$ cat src/rtl/alu_div_seq.sv
// Sequential restoring divider (DIV/DIVU/REM/REMU) that borrows a shared ALU adder.
// Define ALU_DIV_EARLY_OUT_EN to finish a divide-by-zero straight from PREP.
module alu_div_seq #(
  parameter int unsigned W = 32
) (
  input  logic         clk,
  input  logic         rst,
  input  logic         start,
  input  logic [1:0]   div_op,
  input  logic [W-1:0] in_dividend,
  input  logic [W-1:0] in_divisor,
  output logic         busy,
  output logic         done,
  output logic [W-1:0] result,
  output logic [W+1:0] alu_lhs,
  output logic [W+1:0] alu_rhs,
  output logic         alu_inv_rhs,
  output logic         alu_op_ctrl,
  output logic [2:0]   alu_arth_out_sel,
  input  logic [W+1:0] alu_adder_result
);

  localparam int unsigned CntW = (W > 1) ? $clog2(W) : 1;

  localparam logic [2:0] StIdle = 3'd0;
  localparam logic [2:0] StPrep = 3'd1;
  localparam logic [2:0] StIter = 3'd2;
  localparam logic [2:0] StFix  = 3'd3;
  localparam logic [2:0] StDone = 3'd4;

  logic [2:0]      state_q, state_d;
  logic [1:0]      op_q, op_d;
  logic [W-1:0]    dividend_q, dividend_d;
  logic [W-1:0]    divisor_q, divisor_d;
  logic [W-1:0]    rem_q, rem_d;
  logic [W-1:0]    quot_q, quot_d;
  logic [W-1:0]    result_q, result_d;
  logic [CntW-1:0] cnt_q, cnt_d;
  logic            sign_quot_q, sign_quot_d;
  logic            sign_rem_q, sign_rem_d;

  logic            is_signed;
  logic            is_rem;
  logic [W:0]      partial;
  logic [W-1:0]    fix_val;
  logic            fix_neg;
  logic            unused_adder_msb;

  // op[0] set means unsigned, op[1] set means remainder.
  assign is_signed = ~op_q[0];
  assign is_rem    = op_q[1];
  assign partial   = {rem_q, dividend_q[W-1]};

  assign unused_adder_msb = alu_adder_result[W];

  always_comb begin
    state_d     = state_q;
    op_d        = op_q;
    dividend_d  = dividend_q;
    divisor_d   = divisor_q;
    rem_d       = rem_q;
    quot_d      = quot_q;
    result_d    = result_q;
    cnt_d       = cnt_q;
    sign_quot_d = sign_quot_q;
    sign_rem_d  = sign_rem_q;
    alu_lhs     = '0;
    alu_rhs     = '0;
    alu_inv_rhs = 1'b0;
    fix_val     = is_rem ? rem_q : quot_q;
    fix_neg     = is_rem ? sign_rem_q : (sign_quot_q && (divisor_q != '0));

    unique case (state_q)
      StIdle, StDone: begin
        if (start) begin
          state_d    = StPrep;
          op_d       = div_op;
          dividend_d = in_dividend;
          divisor_d  = in_divisor;
        end else if (state_q == StDone) begin
          state_d = StIdle;
        end
      end

      StPrep: begin
        rem_d  = '0;
        quot_d = '0;
        cnt_d  = '0;
        if (is_signed) begin
          dividend_d  = dividend_q[W-1] ? -dividend_q : dividend_q;
          divisor_d   = divisor_q[W-1] ? -divisor_q : divisor_q;
          sign_quot_d = dividend_q[W-1] ^ divisor_q[W-1];
          sign_rem_d  = dividend_q[W-1];
        end else begin
          sign_quot_d = 1'b0;
          sign_rem_d  = 1'b0;
        end
        state_d = StIter;
`ifdef ALU_DIV_EARLY_OUT_EN
        // Operands are still raw here, so the remainder keeps the dividend's sign.
        if (divisor_q == '0) begin
          state_d  = StDone;
          result_d = is_rem ? dividend_q : '1;
        end
`endif
      end

      StIter: begin
        alu_lhs     = {1'b0, partial};
        alu_rhs     = {2'b00, divisor_q};
        alu_inv_rhs = 1'b1;
        // A clear sign bit means the partial remainder covers the divisor.
        if (!alu_adder_result[W+1]) begin
          rem_d  = alu_adder_result[W-1:0];
          quot_d = {quot_q[W-2:0], 1'b1};
        end else begin
          rem_d  = partial[W-1:0];
          quot_d = {quot_q[W-2:0], 1'b0};
        end
        dividend_d = {dividend_q[W-2:0], 1'b0};
        cnt_d      = cnt_q + 1'b1;
        if (cnt_q == CntW'(W - 1)) begin
          state_d = StFix;
        end
      end

      StFix: begin
        alu_lhs     = '0;
        alu_rhs     = {2'b00, fix_val};
        alu_inv_rhs = 1'b1;
        result_d    = fix_neg ? alu_adder_result[W-1:0] : fix_val;
        state_d     = StDone;
      end

      default: begin
        state_d = StIdle;
      end
    endcase
  end

  always_ff @(posedge clk) begin
    if (rst) begin
      state_q     <= StIdle;
      op_q        <= '0;
      dividend_q  <= '0;
      divisor_q   <= '0;
      rem_q       <= '0;
      quot_q      <= '0;
      result_q    <= '0;
      cnt_q       <= '0;
      sign_quot_q <= 1'b0;
      sign_rem_q  <= 1'b0;
    end else begin
      state_q     <= state_d;
      op_q        <= op_d;
      dividend_q  <= dividend_d;
      divisor_q   <= divisor_d;
      rem_q       <= rem_d;
      quot_q      <= quot_d;
      result_q    <= result_d;
      cnt_q       <= cnt_d;
      sign_quot_q <= sign_quot_d;
      sign_rem_q  <= sign_rem_d;
    end
  end

  assign busy             = (state_q == StPrep) || (state_q == StIter) || (state_q == StFix);
  assign done             = (state_q == StDone);
  assign result           = result_q;
  assign alu_op_ctrl      = 1'b0;
  assign alu_arth_out_sel = 3'b000;

endmodule

$ cat config.mk
export PLATFORM = sky130hd
export DESIGN_NAME = alu_div_seq
export DESIGN_NICKNAME = d
export VERILOG_FILES = /design/src/rtl/alu_div_seq.sv
export SDC_FILE = /design/constraint.sdc
export NUM_CORES = 1
export LEC_CHECK = 0
export ABC_CLOCK_PERIOD_IN_PS = 2400
export CAP_MARGIN = 0
export CELL_PAD_IN_SITES_DETAIL_PLACEMENT = 1
export CELL_PAD_IN_SITES_GLOBAL_PLACEMENT = 1
export CORE_MARGIN = 10
export CORE_UTILIZATION = 38
export CTS_CLUSTER_DIAMETER = 150
export DETAILED_ROUTE_END_ITERATION = 8
export PLACE_DENSITY = 0.82
export SYNTH_ARGS = -nofsm -noshare
export SYNTH_HDL_FRONTEND = slang
export SYNTH_SLANG_ARGS = --single-unit
export TNS_END_PERCENT = 30
$ cat constraint.sdc
create_clock -name clk -period 2.4 [get_ports clk]
set_input_delay 0.36 -clock clk [delete_from_list [all_inputs] [get_ports clk]]
set_output_delay 0.36 -clock clk [all_outputs]
set_load 0.05 [all_outputs]
==> key figures, run 1 <==
Logic synthesis
  • Seq/Total Area, Yosys: approximately a third
  • Synth Cell Area: 0.0100 sq mm
  • Top-area cell type share of the netlist area: approximately 34%
  • Seq cells post-synth: 172
  • Cells after Synth: between 1,000 and 1,500
  • Post-synth EDFFs: 0
  • Cell accounting for the most synthesized area: dfxtp_1
  • Netlist cell types: 73
  • Commonest cells in the netlist: nor2_1, dfxtp_1, mux2i_1
  • Area contributors post-synth: dfxtp_1, mux2i_1, nor2_1, a22oi_1, a21oi_1
  • Asr flop ratio synth: 0%
  • Synthesized area per cell: about 8 sq um
  • Most common cell in the netlist: nor2_1
  • Most used DFF post-synth: dfxtp_1
  • Yosys warns: 0

Clocking
  • Root Buffer: clkbuf_16
  • CTS tree: yes
  • Clk slew on worst S/H paths: approximately 80 ps
  • H-tree depth: 4
  • Cts bufs inserted: 17
  • Clock buffer depth: 2
  • Clk_lat worst skew: approximately 450 ps
  • Cts hold-fix bufs: 0
  • Num Clock Sinks: approximately 170

Pwr
  • Seq pwr share: between 30% and 40%
  • Maximum VDD drop: about 400 uV
  • Cell area power density: between 600 and 700 mW/mm^2
  • Static Leakage: between 0.005 and 0.006 uW
  • Net Sw Frac: between 30% and 40%
  • Comb power frac: 32.9%
  • Internal power: 5710 uW
  • Clock power share: a little under a third
  • Switching power: between 3000 and 4000 uW

Timing
  • Fin. Hold Viols: 0
  • Fin. max-slew vios: 0
  • Max Freq: 428 MHz
  • Minimum clock period: roughly 2300 ps
  • WHS: about 290 ps
  • Skew final: approximately 16 ps
  • Actual slew at the worst max-slew pin: about 620 ps
  • Final period util: a little under 100%
  • Slew headroom: 58.5%
  • RSZ-0062 raised after global routing: true
  • Final WS setup: between 60 and 70 ps
  • Final setup vio count: 0

Cells and area
  • P&R area growth vs syn: 40.9%
  • Fill count: around 3,000
  • FF/Latch Area: 0.00345 sq mm
  • Layout Nets: ~1,600
  • Area of the multi-input gates: 0.00602 sq mm
  • Share of layout cells above drive strength 1: about 17%
  • Post-route cell area: about 0.014 sq mm

Placed design
  • Pre-CTS setup slack: around 52 ps
  • DP HPWL: a little under 30,000 microns
  • Post-DP Area: 0.0133 sq mm
  • RePlAce Congestion: about 0.85
  • IO buf count: roughly 200

GRT
  • GRT Total Usage: a little under a quarter
  • Vias in the first global route: about 11,000
  • Initial antenna violation count: 1
  • Largest net degree at the start of global routing: just over 70
  • GRT overflow: 0
  • First-pass GRT wire length: approximately 64,000 microns

Setup path
  • CP Max Fanout: 36
  • CP endpoint kind: output port
  • Worst EP arrival: 1980 ps
  • Crit path kind: flop to output port
  • Worst reg2reg path depth: 8
  • CP Launch Type: flop
  • WP data required: slightly above 2000 ps

Run
  • Max-cap violations: 0

Routing
  • Via count: between 10,000 and 15,000
  • Drt first pass iters: 5
  • Vias per std cell: 5.98
  • Number of routed nets with antenna violations: 0
  • Drt total wl: 41,300 microns
  • Avg WL per Cell: around 23 microns
  • Iter 0 DRT Violations: 1,015
  • Drt drc: 0

Die
  • Die Y: 182 microns
  • Die outline width: approximately 180 microns
  • Core footprint: between 0.02 and 0.03 sq mm
  • Top-Level Pins: 210
  • Die Area: ~0.033 sq mm
  • Site Rows: 59
  • Initial core utilization: roughly two fifths

Min path
  • WHS Path Cells: 2
  • Hold crit path type: input pin to flop

Outcome
  • Status: finished clean
[power groups by stage]
stage          clock network, uW  logic, uW  registers, uW
6_report                    2890       3050           3330
2_1_floorplan                  0       1880           3250
4_1_cts                     2920       2990           3320
3_5_place_dp                   0       2940           3390
3_3_place_gp                   0       2850           3370
5_1_grt                     3050       3290           3360
[worst paths after layout]
kind         slack, ps                          to                 startpoint
max                 60                 alu_rhs[16]    state_q[0]$_SDFFE_PP0P_
min                290  dividend_q[7]$_SDFFE_PP0P_                        rst
max reg2reg        110     result[31]$_SDFFE_PP0P_  divisor_q[0]$_SDFFE_PP0P_
min reg2reg        480     result[26]$_SDFFE_PP0P_    result[26]$_SDFFE_PP0P_
[logic make-up after synthesis]
logic type	after synthesis	synth area share, %
and+or+nand+nor	449	22.7
AOI/OAI and AO/OA	352	24.6
buffers and inverters	173	7.35
DFF	172	34.4
muxes	101	10.1
adders and majority gates	4	0.500
xor gates and xnor gates	4	0.350
other	1	0.0374
[routing by layer]
metal / GRT usage, % / vias to the layer above / wire length [microns]
met5: 0 / - / 0
met1: 27.8 / 5353 / 16900
met4: 8.92 / 0 / 1220
li1: - / 4940 / -
met2: 41.7 / 361 / 20900
met3: 4.06 / 67 / 2300
[area by class of cell]
type / instances / share of cell area (%)
Antenna cell: 1 / 0.0177
Clock buffer: 17 / 3.02
Clock inverter: 15 / 1.41
Inverter: 51 / 1.36
Multi-Input combinational cell: 917 / 42.6
Sequential cell: 172 / 24.5
Tap cell: 335 / 2.97
Timing Repair Buffer: 284 / 24.1
[repair_timing]
| action | 4_1_cts | 5_1_grt |
|---|---|---|
| pin swaps | 0 | 1 |
| setup buffers | 0 | 8 |
| endpoints found under the setup margin | 31 | 23 |
| gates resized for setup | 14 | 7 |
[critical path, stage by stage, from the launching register on]
cell	delay [ps]
dfxtp_4	480
buf_12	240
buf_6	230
nor2_1	80
a211oi_2	300
buf_12	190
[cells in the final DEF, fill, tap and decap left out, types with 22 or more instances in the layout]
| master | synthesis | layout |
|---|---|---|
| mux2i_1 | 100 | 97 |
| a22o_1 | 37 | 37 |
| o21ai_0 | 45 | 45 |
| dfxtp_1 | 172 | 170 |
| and2_1 | 42 | 42 |
| nor4_1 | 26 | 26 |
| a21oi_1 | 73 | 72 |
| nor2_1 | 204 | 202 |
| buf_12 | 0 | 75 |
| nor3_1 | 39 | 38 |
| nand2_1 | 41 | 41 |
| clkdlybuf4s50_1 | 0 | 131 |
| a211oi_1 | 43 | 22 |
| nand3_1 | 24 | 24 |
| a22oi_1 | 54 | 54 |
| buf_4 | 7 | 75 |
| inv_1 | 51 | 51 |
[state kept, by name, summed over array words and instances, names as in the netlist]
register     count
cnt_q            5
dividend_q      32
divisor_q       32
op_q             2
quot_q          32
rem_q           32
result          32
sign_quot_q      1
sign_rem_q       1
state_q          3
[through the flow]
step | util [%] | power (uW) | cells | TNS [ps]
5_1_grt | 54.3 | 9700 | 1792 | -25.7
2_1_floorplan | - | 5130 | 1262 | -8380
4_1_cts | 53.9 | 9230 | 1783 | 0
3_3_place_gp | 51.3 | 6220 | 1751 | 0
6_report | 54.3 | 9260 | 1792 | 0
3_5_place_dp | 51.3 | 6320 | 1751 | 0
Power figures use the tool's default switching activity.
==> run 2: changes to the inputs <==
SETUP_SLACK_MARGIN = 0.3   (was not set)
==> run 2 against run 1 <==
Fmax is 0.67% lower. Global-route usage is 4.4 points higher. Final cell count is 3.5% higher. Utilization is 6.5 points higher. Design area is 12% higher. Hold slack better by 100 ps. Critical path depth is 1 lower. Total power is 13% higher. Largest power group is now combinational cells. Highest routed layer unchanged.
==> key figures, run 2 (synthesis gave the netlist of run 1 again) <==
Pwr
  • Maximum VDD drop: 483 uV (+21%)
  • Static Leakage: 0.00614 uW (+10%)
  • Cell area power density: 660 mW/mm^2 (+0.59%)
  • Tot Pwr: 10,400 uW (+13%)

GRT
  • GRT Total Usage: 28.0% (+4.4 points)
  • GRT overflow: 0 (unchanged)
  • Vias in the first global route: 11,900 (+7.5%)
  • Initial antenna violation count: 3 (+2)
  • First-pass GRT wire length: 74,200 microns (+16%)
  • Largest net degree at the start of global routing: 104 (+44%)

Cells and area
  • Layout Nets: 1,611 (+3.9%)
  • Most frequent cells in the layout: nor2_1, dfxtp_1, clkdlybuf4s50_1, buf_4, buf_12
  • Commonest non-fill, non-tap cell in the layout: nor2_1
  • P&R area growth vs syn: 57.7%
  • Final Core Density: 60.8% (+6.5 points)
  • Post-route cell area: 0.0158 sq mm (+12%)
  • Share of layout cells above drive strength 1: 26.8% (+9.9 points)
  • Final std cells w/o fill: 1,855 (+3.5%)

Setup path
  • Max stage delay cell, worst path: dfxtp_4
  • CP Max Fanout: 10 (-72%)
  • Worst R2R Setup Slack: 60 ps (-50 ps)
  • Cell Chain, Critical Path: bufbuf_16 -> mux2i_1 -> a211oi_2 -> buf_12
  • Crit path kind: flop to output port
  • Worst EP arrival: 1990 ps (about the same)
  • Crit-path max cell delay: 440 ps (-40 ps)
  • CP Launch Type: flop
  • WP data required: 2040 ps (about the same)
  • CP endpoint kind: output port

Run
  • Max-cap violations: 0 (unchanged)

Timing
  • RSZ-0062 raised after global routing: true
  • Final setup vio count: 0 (unchanged)
  • Actual slew at the worst max-slew pin: 583 ps (-36.7 ps)
  • Fin. Hold Viols: 0 (unchanged)
  • Skew final: 13.8 ps (-2.62 ps)
  • Setup TNS: 0 ps (unchanged)
  • Max Freq: 425 MHz (-0.67%)
  • Slew headroom: 60.0% (+1.5 points)
  • Final period util: 98.0% (+0.66 points)
  • Minimum clock period: 2350 ps (+15.8 ps)
  • Fin. max-slew vios: 0 (unchanged)

Die
  • Die Area: 0.0332 sq mm (unchanged)
  • Die Y: 182 microns (unchanged)
  • Die outline width: 182 microns (unchanged)
  • Site Rows: 59 (unchanged)
  • Initial core utilization: 38.5% (unchanged)
  • Top-Level Pins: 210 (unchanged)
  • Core footprint: 0.0260 sq mm (unchanged)

Outcome
  • Status: finished clean

Clocking
  • CTS tree: yes
  • Clk slew on worst S/H paths: 80 ps (about the same)
  • Clock buffer depth: 2 (unchanged)
  • Root Buffer: clkbuf_16
  • Cts hold-fix bufs: 0 (unchanged)
  • Num Clock Sinks: 172 (unchanged)
  • Clk_lat worst skew: 450 ps (about the same)
  • H-tree depth: 4 (unchanged)
  • Cts bufs inserted: 17 (unchanged)

Routing
  • Drt drc: 0 (unchanged)
  • Via count: 12,000 (+12%)
  • Number of routed nets with antenna violations: 0 (unchanged)
  • Avg WL per Cell: 28.6 microns (+24%)
  • Iter 0 DRT Violations: 1,444 (+42%)
  • Vias per std cell: 6.46 (+8.0%)
  • Drt total wl: 53,100 microns (+28%)
  • Drt first pass iters: 9 (+4)

Placed design
  • IO buf count: 201 (unchanged)
  • RePlAce Congestion: 0.902 (+5.5%)
  • Post-DP Area: 0.0136 sq mm (+2.1%)
  • DP HPWL: 29,600 microns (+1.5%)
  • Placed Cells: 1,755 (+0.23%)

Min path
  • Hold crit path type: input pin to flop
## run 2: final timing paths
kind                                           startpoint                          to  cells after the start
worst max register to register  divisor_q[0]$_SDFFE_PP0P_      result[1]$_SDFFE_PP0P_                      9
worst max-delay path                 op_q[1]$_SDFFE_PP0P_                  alu_rhs[7]                      4
worst min-delay path                                  rst  dividend_q[7]$_SDFFE_PP0P_                      2
worst min register to register    result[17]$_SDFFE_PP0P_     result[17]$_SDFFE_PP0P_                      1
## run 2: stage by stage
step / worst slack [ps] / hold WS, ps
finish: 48.1 / 393
detailed placement: 85.3 / 470
CTS: 184 / 383
floorplan: -89.9 / 449
global placement: 83.8 / 462
global route: 18.0 / 411
## run 2: metal layers
metal,routed length (microns),part of all wire [%],global-route usage [%],vias up
met1,21000,40,34.9,5946
li1,-,-,-,5042
met3,4580,8.6,7.14,198
met4,2760,5.2,13.9,0
met2,24800,47,44.0,796
met5,0,0,0,-
## run 2: final cells by class
| class | count | area, sq um |
|---|---|---|
| Fill cell | 2879 | 10200 |
| Sequential cell | 172 | 3460 |
| Timing Repair Buffer | 344 | 4290 |
| Tap cell | 335 | 419 |
| Inverter | 51 | 191 |
| Multi-Input combinational cell | 918 | 6820 |
| Clock buffer | 17 | 425 |
| Antenna cell | 3 | 7.51 |
| Clock inverter | 15 | 178 |
## run 2: timing repair
action / 4_1_cts / 5_1_grt
setup endpoints to repair: 114 / 217
cloned: 10 / 3
pin swaps: 26 / 28
buffers inserted: 27 / 25
gates resized for setup: 75 / 102
## run 2: critical path, delay by kind of cell (launching register included)
| family | cells | cell delay, ps |
|---|---|---|
| buffers and inverters | 2 | 540 |
| AO/OA/AOI/OAI | 1 | 160 |
| multiplexers | 1 | 390 |
| flip-flops | 1 | 440 |
## run 2: power by group
group	internal (uW)	leakage (uW)	switching (uW)
Sequential	3040	0.00140	340
Clock	1500	0.000295	1500
Combinational	1730	0.00444	2320
